[config.mk]
export PLATFORM = sky130hd
export DESIGN_NAME = fifo_stream_out_flat
export DESIGN_NICKNAME = d
export VERILOG_FILES = /design/src/rtl/fifo_stream_if.sv /design/src/rtl/fifo_stream_out.sv /design/src/flat_wrapper.sv
export SDC_FILE = /design/constraint.sdc
export NUM_CORES = 1
export LEC_CHECK = 0
export ABC_AREA = 1
export CAP_MARGIN = 20
export CORE_MARGIN = 3
export CORE_UTILIZATION = 53
export CTS_CLUSTER_DIAMETER = 80
export DETAILED_ROUTE_END_ITERATION = 12
export PLACE_DENSITY = 0.86
export SLEW_MARGIN = 20
export SYNTH_ARGS = -nofsm -noshare
export SYNTH_HDL_FRONTEND = slang
export SYNTH_SLANG_ARGS = --single-unit
export TNS_END_PERCENT = 5
[constraint.sdc]
create_clock -name clk_i -period 2.85 [get_ports clk_i]
set_input_delay 0.285 -clock clk_i [delete_from_list [all_inputs] [get_ports clk_i]]
set_output_delay 0.285 -clock clk_i [all_outputs]
set_load 0.01 [all_outputs]
[src/rtl/fifo_stream_if.sv]
// Handshake bundle between the FIFO read-side adapter, the upstream show-ahead FIFO
// and the downstream valid/ready consumer.
interface fifo_stream_if #(
    parameter int WIDTH = 8,
    parameter int W_PKT = 16
);
    logic [WIDTH-1:0] fifo_data_i;
    logic             fifo_empty_i;
    logic             fifo_rd_en_o;
    logic [WIDTH-1:0] m_data_o;
    logic             m_valid_o;
    logic             m_last_o;
    logic             m_ready_i;
    logic [W_PKT-1:0] pkt_cnt_o;

    modport master (
        input  fifo_data_i, fifo_empty_i, m_ready_i,
        output fifo_rd_en_o, m_data_o, m_valid_o, m_last_o, pkt_cnt_o
    );

    modport slave (
        output fifo_data_i, fifo_empty_i, m_ready_i,
        input  fifo_rd_en_o, m_data_o, m_valid_o, m_last_o, pkt_cnt_o
    );
endinterface

[src/rtl/fifo_stream_out.sv]
// Pops a show-ahead FIFO into a 2-entry head/skid buffer and presents it as a registered
// valid/ready stream, tagging every BURST_LEN-th word as last and counting completed bursts.
module fifo_stream_out #(
    parameter int WIDTH     = 8,
    parameter int BURST_LEN = 4,
    parameter int W_PKT     = 16
) (
    input  logic          clk_i,
    input  logic          rst_ni,
    fifo_stream_if.master bus
);
    localparam int            BW       = (BURST_LEN > 1) ? $clog2(BURST_LEN) : 1;
    localparam logic [BW-1:0] BEAT_MAX = BW'(BURST_LEN - 1);

    typedef enum logic [1:0] {
        OCC_EMPTY = 2'd0,
        OCC_ONE   = 2'd1,
        OCC_FULL  = 2'd2
    } occ_e;

    occ_e             occ_q, occ_d;
    logic [BW-1:0]    beat_q, beat_d;
    logic [W_PKT-1:0] pkt_q, pkt_d;
    logic [WIDTH-1:0] head_data_q, head_data_d;
    logic [WIDTH-1:0] skid_data_q, skid_data_d;
    logic             head_last_q, head_last_d;
    logic             skid_last_q, skid_last_d;
    logic             push_s;
    logic             fire_s;
    logic             push_last_s;

    // Pop decision uses only registered occupancy, so m_ready_i never reaches fifo_rd_en_o.
    assign push_s      = ~bus.fifo_empty_i && (occ_q != OCC_FULL);
    assign fire_s      = (occ_q != OCC_EMPTY) && bus.m_ready_i;
    assign push_last_s = (beat_q == BEAT_MAX);

    // Occupancy transitions, entry steering, burst tagging and burst counting.
    always_comb begin
        occ_d       = occ_q;
        head_data_d = head_data_q;
        head_last_d = head_last_q;
        skid_data_d = skid_data_q;
        skid_last_d = skid_last_q;
        beat_d      = beat_q;
        pkt_d       = pkt_q;
        case (occ_q)
            OCC_EMPTY: begin
                if (push_s) begin
                    occ_d       = OCC_ONE;
                    head_data_d = bus.fifo_data_i;
                    head_last_d = push_last_s;
                end else begin
                    occ_d = OCC_EMPTY;
                end
            end
            OCC_ONE: begin
                if (push_s && fire_s) begin
                    occ_d       = OCC_ONE;
                    head_data_d = bus.fifo_data_i;
                    head_last_d = push_last_s;
                end else if (push_s) begin
                    occ_d       = OCC_FULL;
                    skid_data_d = bus.fifo_data_i;
                    skid_last_d = push_last_s;
                end else if (fire_s) begin
                    occ_d = OCC_EMPTY;
                end else begin
                    occ_d = OCC_ONE;
                end
            end
            OCC_FULL: begin
                if (fire_s) begin
                    occ_d       = OCC_ONE;
                    head_data_d = skid_data_q;
                    head_last_d = skid_last_q;
                end else begin
                    occ_d = OCC_FULL;
                end
            end
            default: begin
                occ_d = OCC_EMPTY;
            end
        endcase
        if (push_s) begin
            beat_d = push_last_s ? {BW{1'b0}} : beat_q + BW'(1);
        end else begin
            beat_d = beat_q;
        end
        if (fire_s && head_last_q) begin
            pkt_d = pkt_q + W_PKT'(1);
        end else begin
            pkt_d = pkt_q;
        end
    end

    // Control state with synchronous reset; head_last is cleared so m_last_o is low out of reset.
    always_ff @(posedge clk_i) begin
        if (!rst_ni) begin
            occ_q       <= OCC_EMPTY;
            beat_q      <= {BW{1'b0}};
            pkt_q       <= {W_PKT{1'b0}};
            head_last_q <= 1'b0;
        end else begin
            occ_q       <= occ_d;
            beat_q      <= beat_d;
            pkt_q       <= pkt_d;
            head_last_q <= head_last_d;
        end
    end

    // Entry payload registers carry no reset.
    always_ff @(posedge clk_i) begin
        head_data_q <= head_data_d;
        skid_data_q <= skid_data_d;
        skid_last_q <= skid_last_d;
    end

    assign bus.fifo_rd_en_o = push_s;
    assign bus.m_data_o     = head_data_q;
    assign bus.m_last_o     = head_last_q;
    assign bus.m_valid_o    = (occ_q != OCC_EMPTY);
    assign bus.pkt_cnt_o    = pkt_q;
endmodule
[src/flat_wrapper.sv]
// flat-port wrapper written by rule: the top's interface ports become plain ports
module fifo_stream_out_flat 
#(
    parameter int WIDTH     = 8,
    parameter int BURST_LEN = 4,
    parameter int W_PKT     = 16
)
  (clk_i, rst_ni, bus_fifo_data_i, bus_fifo_empty_i, bus_m_ready_i, bus_fifo_rd_en_o, bus_m_data_o, bus_m_valid_o, bus_m_last_o, bus_pkt_cnt_o);
  fifo_stream_if #(.WIDTH(WIDTH), .W_PKT(W_PKT)) bus_i ();
  input  logic clk_i;
  input  logic rst_ni;
  input wire logic [$bits(bus_i.fifo_data_i)-1:0] bus_fifo_data_i;
  input wire logic [$bits(bus_i.fifo_empty_i)-1:0] bus_fifo_empty_i;
  input wire logic [$bits(bus_i.m_ready_i)-1:0] bus_m_ready_i;
  output wire logic [$bits(bus_i.fifo_rd_en_o)-1:0] bus_fifo_rd_en_o;
  output wire logic [$bits(bus_i.m_data_o)-1:0] bus_m_data_o;
  output wire logic [$bits(bus_i.m_valid_o)-1:0] bus_m_valid_o;
  output wire logic [$bits(bus_i.m_last_o)-1:0] bus_m_last_o;
  output wire logic [$bits(bus_i.pkt_cnt_o)-1:0] bus_pkt_cnt_o;
  assign bus_i.fifo_data_i = bus_fifo_data_i;
  assign bus_i.fifo_empty_i = bus_fifo_empty_i;
  assign bus_i.m_ready_i = bus_m_ready_i;
  assign bus_fifo_rd_en_o = bus_i.fifo_rd_en_o;
  assign bus_m_data_o = bus_i.m_data_o;
  assign bus_m_valid_o = bus_i.m_valid_o;
  assign bus_m_last_o = bus_i.m_last_o;
  assign bus_pkt_cnt_o = bus_i.pkt_cnt_o;
  fifo_stream_out #(.WIDTH(WIDTH), .BURST_LEN(BURST_LEN), .W_PKT(W_PKT)) u_core (.clk_i(clk_i), .rst_ni(rst_ni), .bus(bus_i));
endmodule
After elaboration in Yosys (flattened, before gate mapping)

Cells that the tools add are included.

$add $sub $neg: 2
Equal/unequal tests: 7
Multiplexer cells: 15
Bitwise gates (word level): 2
Reduce and logical (&&, ||, !) cells: 9

Operators by type and width:

| kind                                                             | number |
|---|---|
| 8-bit 2-to-1 mux                                                 | 3 |
| 8-bit case mux with 3 select lines                               | 1 |
| 16-bit by 1-bit adder with 16-bit output (second input constant) | 1 |
| 2-bit 2-to-1 mux                                                 | 4 |
| 2-bit by 1-bit != test with 1-bit output (second input constant) | 3 |
| 2-bit case mux with 3 select lines                               | 1 |
| 1-bit 2-to-1 mux                                                 | 5 |
| 2-bit == test (second input constant)                            | 2 |
| 1-bit logical AND                                                | 4 |
| 4-bit AND reduction                                              | 1 |
| 1-bit case mux with 3 select lines                               | 1 |
| 3-bit AND reduction                                              | 1 |
| 3-bit nonzero test                                               | 1 |
| 2-bit by 1-bit adder with 2-bit output (second input constant)   | 1 |
| 2-bit by 1-bit == test with 1-bit output (second input constant) | 1 |
| 2-bit zero test                                                  | 1 |
| 2-bit != test (second input constant)                            | 1 |
| 1-bit inverter                                                   | 2 |
| 2-bit nonzero test                                               | 1 |

Register bits: 38

Depth between registers and ports, before layout

Word-level depth: 6
Mapped depth: 8
Depth with buffers taken out: 8

Worst setup path before layout

Ideal clock, no wire load.

Path type: reg-to-reg
From: register u_core.occ_q[1]
To: register u_core.skid_data_q[0], enable pin
Setup time: 0.389 ns
Arrival: 1.155 ns
Required time: 2.461 ns
Path slack: 1.306 ns
Cell stages (with the launch flop): 4
Cell sequence: dfxtp_1 -> inv_1 -> nand2_1 -> nor3_1

Cells in the longest elaborated chain, start to end: 5

RTL lines:

| what                                                | RTL line                                     | source |
|---|---|---|
| from (decl)                                         | fifo_stream_out.sv:21                        | `occ_e occ_q, occ_d;` |
| from (signal assigned)                              | fifo_stream_out.sv:99                        | `occ_q <= OCC_EMPTY;` |
| from (signal assigned)                              | fifo_stream_out.sv:104                       | `occ_q <= occ_d;` |
| 2-bit != test or 2-bit nonzero test (tied branches) | fifo_stream_out.sv:33, fifo_stream_out.sv:34 |  |
| 1-bit logical AND, on equally long branches         | fifo_stream_out.sv:33, fifo_stream_out.sv:34 |  |
| 1-bit logical AND                                   | fifo_stream_out.sv:57                        | `if (push_s && fire_s) begin` |
| 1-bit inverter (no line)                            | --                                           |  |
| 3-bit AND reduction (no line) *                     | --                                           |  |
| to (signal assigned)                                | fifo_stream_out.sv:114                       | `skid_data_q <= skid_data_d;` |
| to (decl)                                           | fifo_stream_out.sv:25                        | `logic [WIDTH-1:0] skid_data_q, skid_data_d;` |

Mark *: on every way between the ends. The rest lies on a longest branch, timed or not.
A chain may end at the register's enable or synchronous reset.

Worst setup path after layout

From: register u_core.occ_q[0]
To: output port bus_fifo_rd_en_o

Cells in the longest elaborated chain, start to end: 2

RTL lines:

| what              | RTL line              | source |
|---|---|---|
| 2-bit != test     | fifo_stream_out.sv:33 | `assign push_s = ~bus.fifo_empty_i && (occ_q != OCC_FULL);` |
| 1-bit logical AND | fifo_stream_out.sv:33 |  |
| to (decl)         | flat_wrapper.sv:15    | `output wire logic [$bits(bus_i.fifo_rd_en_o)-1:0] bus_fifo_rd_en_o;` |

No other way between the ends.

==> flow_metrics.tcl <==
set metrics [dict create \
    critical_path_class "reg2out" \
    cts_root_buf "clkbuf_4" \
    wirelength_mm 3.30 \
    switching_share_pct 20.2 \
    syn-num-nets 204 \
    ys_ff_latch 38 \
    synth_area_leader_cell "edfxtp_1" \
    synth_area_um2 1700 \
    clk_pin_slew_ns 0.11 \
    max_freq_mhz 442 \
    die_w_um 62.6 \
    crit_path_max_incr_delay_ns 0.55 \
    crit_fanout 12 \
    synthFlopType "dfxtp_1" \
    ant_nets 0 \
    ir_drop_mv 0.626 \
    top_layer "met4" \
    hold_viol_final 0 \
    cts_sinks 38 \
    post_cts_buffers 0 \
    clk_path_buf_depth 2 \
    place_worst_setup_slack_ns 0.957 \
    area_growth_pct 30.2 \
    finalCriticalPeriod_ns 2.26 \
    seq_area_frac_synth_pct 54.7 \
    clk_latency_ns 0.34 \
    ctsResizeCount 0 \
    yosysWarnings 0 \
    crit_arrival_ns 1.98 \
    ys_types 26 \
    avgSynthCellArea_um2 8.95 \
    tightest_slew_ns 0.624 \
    seq_power_share_pct 52.1 \
    hold_path.class "reg2reg" \
    crit_slowest_cell "clkdlybuf4s50_1" \
    drt-vias-per-instance 4.96 \
    die_y_um 62.6 \
    final_cell_mix "nor2_1 (38), clkdlybuf4s50_1 (38), nand2_1 (33), inv_1 (26), dfxtp_1 (21)" \
    layoutNonFillerInstCount 275 \
    setup_viol 0 \
    regArea_um2 931 \
    coreArea_um2 2900 \
    maxCapViolations 0 \
    skew_ns 0.00346 \
    dp.cells 267 \
    p_per_area_nw_per_um2 517 \
    relSlewSlack_pct 58.3 \
    synth_top_cell_area_share_pct 30.0 \
    met2_length_mm 1.52 \
    cts_buffers 5 \
    drv_slew 0 \
    grt_max_degree 20 \
    pwr-share-clk_pct 39.5 \
    grt_pass1_wl_mm 5.51 \
    synthTopCellsByArea "edfxtp_1 (30%), dfxtp_1 (25%), nor2_1 (8.4%)" \
    rsz0062_at_grt "no" \
    io_pins 39 \
    grt.total_usage_pct 17.8 \
    avgRoutedWirePerCell_um 12.0 \
    fin_crit_sh_pct 79.4 \
    drtIter0Drc 75 \
    wl_met3_um 188 \
    end_kind "output port" \
    synth_edf_count 17 \
    critPathRequiredTime_ns 2.57 \
    cp.buffers_inverters 3 \
    crit_family "buffers and inverters" \
    internal_power_uw 913 \
    cts.htree.levels 2 \
    drc_errors 0 \
    whs_ns 0.503 \
    nets 246 \
    comb_power_share_pct 8.4 \
    p_leak_uw 0.000875 \
    cts_hold_buf 0 \
    via_count 1365 \
    multi_input_area_um2 638 \
    finalPower_uw 1140 \
    gp_congestion 0.844 \
    dr.pass1.iters 4 \
    rows 19 \
    cts_tree "built" \
    critical_path.cell_chain "inv_1 > nand2_1 > nand2_1 > inv_1 > clkdlybuf4s50_1" \
    setup-tns-final_ns 0 \
    synth-async-reset-ratio_pct 0 \
    numPortBuffers 38 \
    switchingPower_uw 231 \
    hpwlAfterDp_mm 2.44 \
    startpoint_type "flip-flop" \
    status "complete, no violations" \
    fillCellCount 211 \
    synthCells 190 \
    antenna_found_initial 0 \
    grt_remaining_overflow 0 \
    dieArea_um2 3920 \
    wl_met1_mm 1.54 \
    drive_gt1_share_pct 10.3 \
    fin_ws_ns 0.587 \
    grt_pass1_vias 1234 \
    n_antenna_cell 0 \
    start_util_pct 58.6 \
]
[final timing paths]
check / start / endpoint / slack [ns] / cells after the start
max: u_core.occ_q[0]$_SDFF_PN0_ / bus_fifo_rd_en_o / 0.59 / 5
max reg2reg: u_core.occ_q[1]$_SDFF_PN0_ / u_core.bus.m_last_o$_SDFFE_PN0P_ / 1.08 / 4
min reg2reg: u_core.beat_q[1]$_SDFFE_PN0P_ / u_core.beat_q[1]$_SDFFE_PN0P_ / 0.50 / 2
min: u_core.beat_q[1]$_SDFFE_PN0P_ / u_core.beat_q[1]$_SDFFE_PN0P_ / 0.50 / 2
[logic make-up after synthesis]
kind of cell               count (synthesis)  synth area share (%)
and+or+nand+nor                           89                  23.0
DFF                                       38                  54.7
buffers and inverters                     30                  7.73
AOI/OAI and AO/OA                         22                  7.21
muxes                                      8                  5.30
adders and majority gates                  2                  1.47
xor gates and xnor gates                   1                 0.515
[area by class of cell]
cell class | instances | area share (%)
clock inverter | 3 | 3.11
inverter | 26 | 4.41
tap | 42 | 2.37
timing repair buffer | 39 | 17.5
sequential | 38 | 42.1
clock buffer | 5 | 1.70
multi-input combinational | 122 | 28.8
[synth_stat cells (2+ instances only)]
cell type	number
nand4_1	3
inv_1	26
a21oi_1	7
ha_1	2
nand4_2	2
nand2_1	33
nor2_1	38
o21ai_0	11
nand3_1	7
dfxtp_1	21
mux2_2	8
nor2_4	2
edfxtp_1	17
[power by group through the flow]
stage	clock (uW)	sequential, uW	combinational [uW]
6_report	452	597	95.7
4_1_cts	459	597	96.7
3_5_place_dp	0	610	96.0
3_3_place_gp	0	608	93.6
5_1_grt	483	600	105
2_1_floorplan	0	614	41.0
[worst reg2reg max path, cell delays in order (launching register included)]
cell and delay [ns]:
dfxtp_1 0.41, nand2_1 0.33, a21oi_2 0.62, o21ai_0 0.19, a21oi_1 0.16
[per-stage QoR]
stage | util [%] | cell area, um2
after global routing | 76.3 | 2210
after floorplan | - | 1700
final | 76.3 | 2210
after global placement | 72.6 | 2110
after CTS | 76.3 | 2210
after detailed placement | 72.6 | 2110
[state kept, by name, summed over array words and instances (netlist names)]
signal                flops
u_core.bus.m_data_o       8
u_core.skid_last_q        1
u_core.skid_data_q        8
u_core.bus.pkt_cnt_o     16
u_core.bus.m_last_o       1
u_core.occ_q              2
u_core.beat_q             2
[metal layers]
metal  track usage [%]  up-vias
met1              22.3      614
li1                  -      705
met4              7.44        0
met3              4.50        5
met5                 0        -
met2              29.2       41
Note: power is estimated with default switching activity, not from simulation.
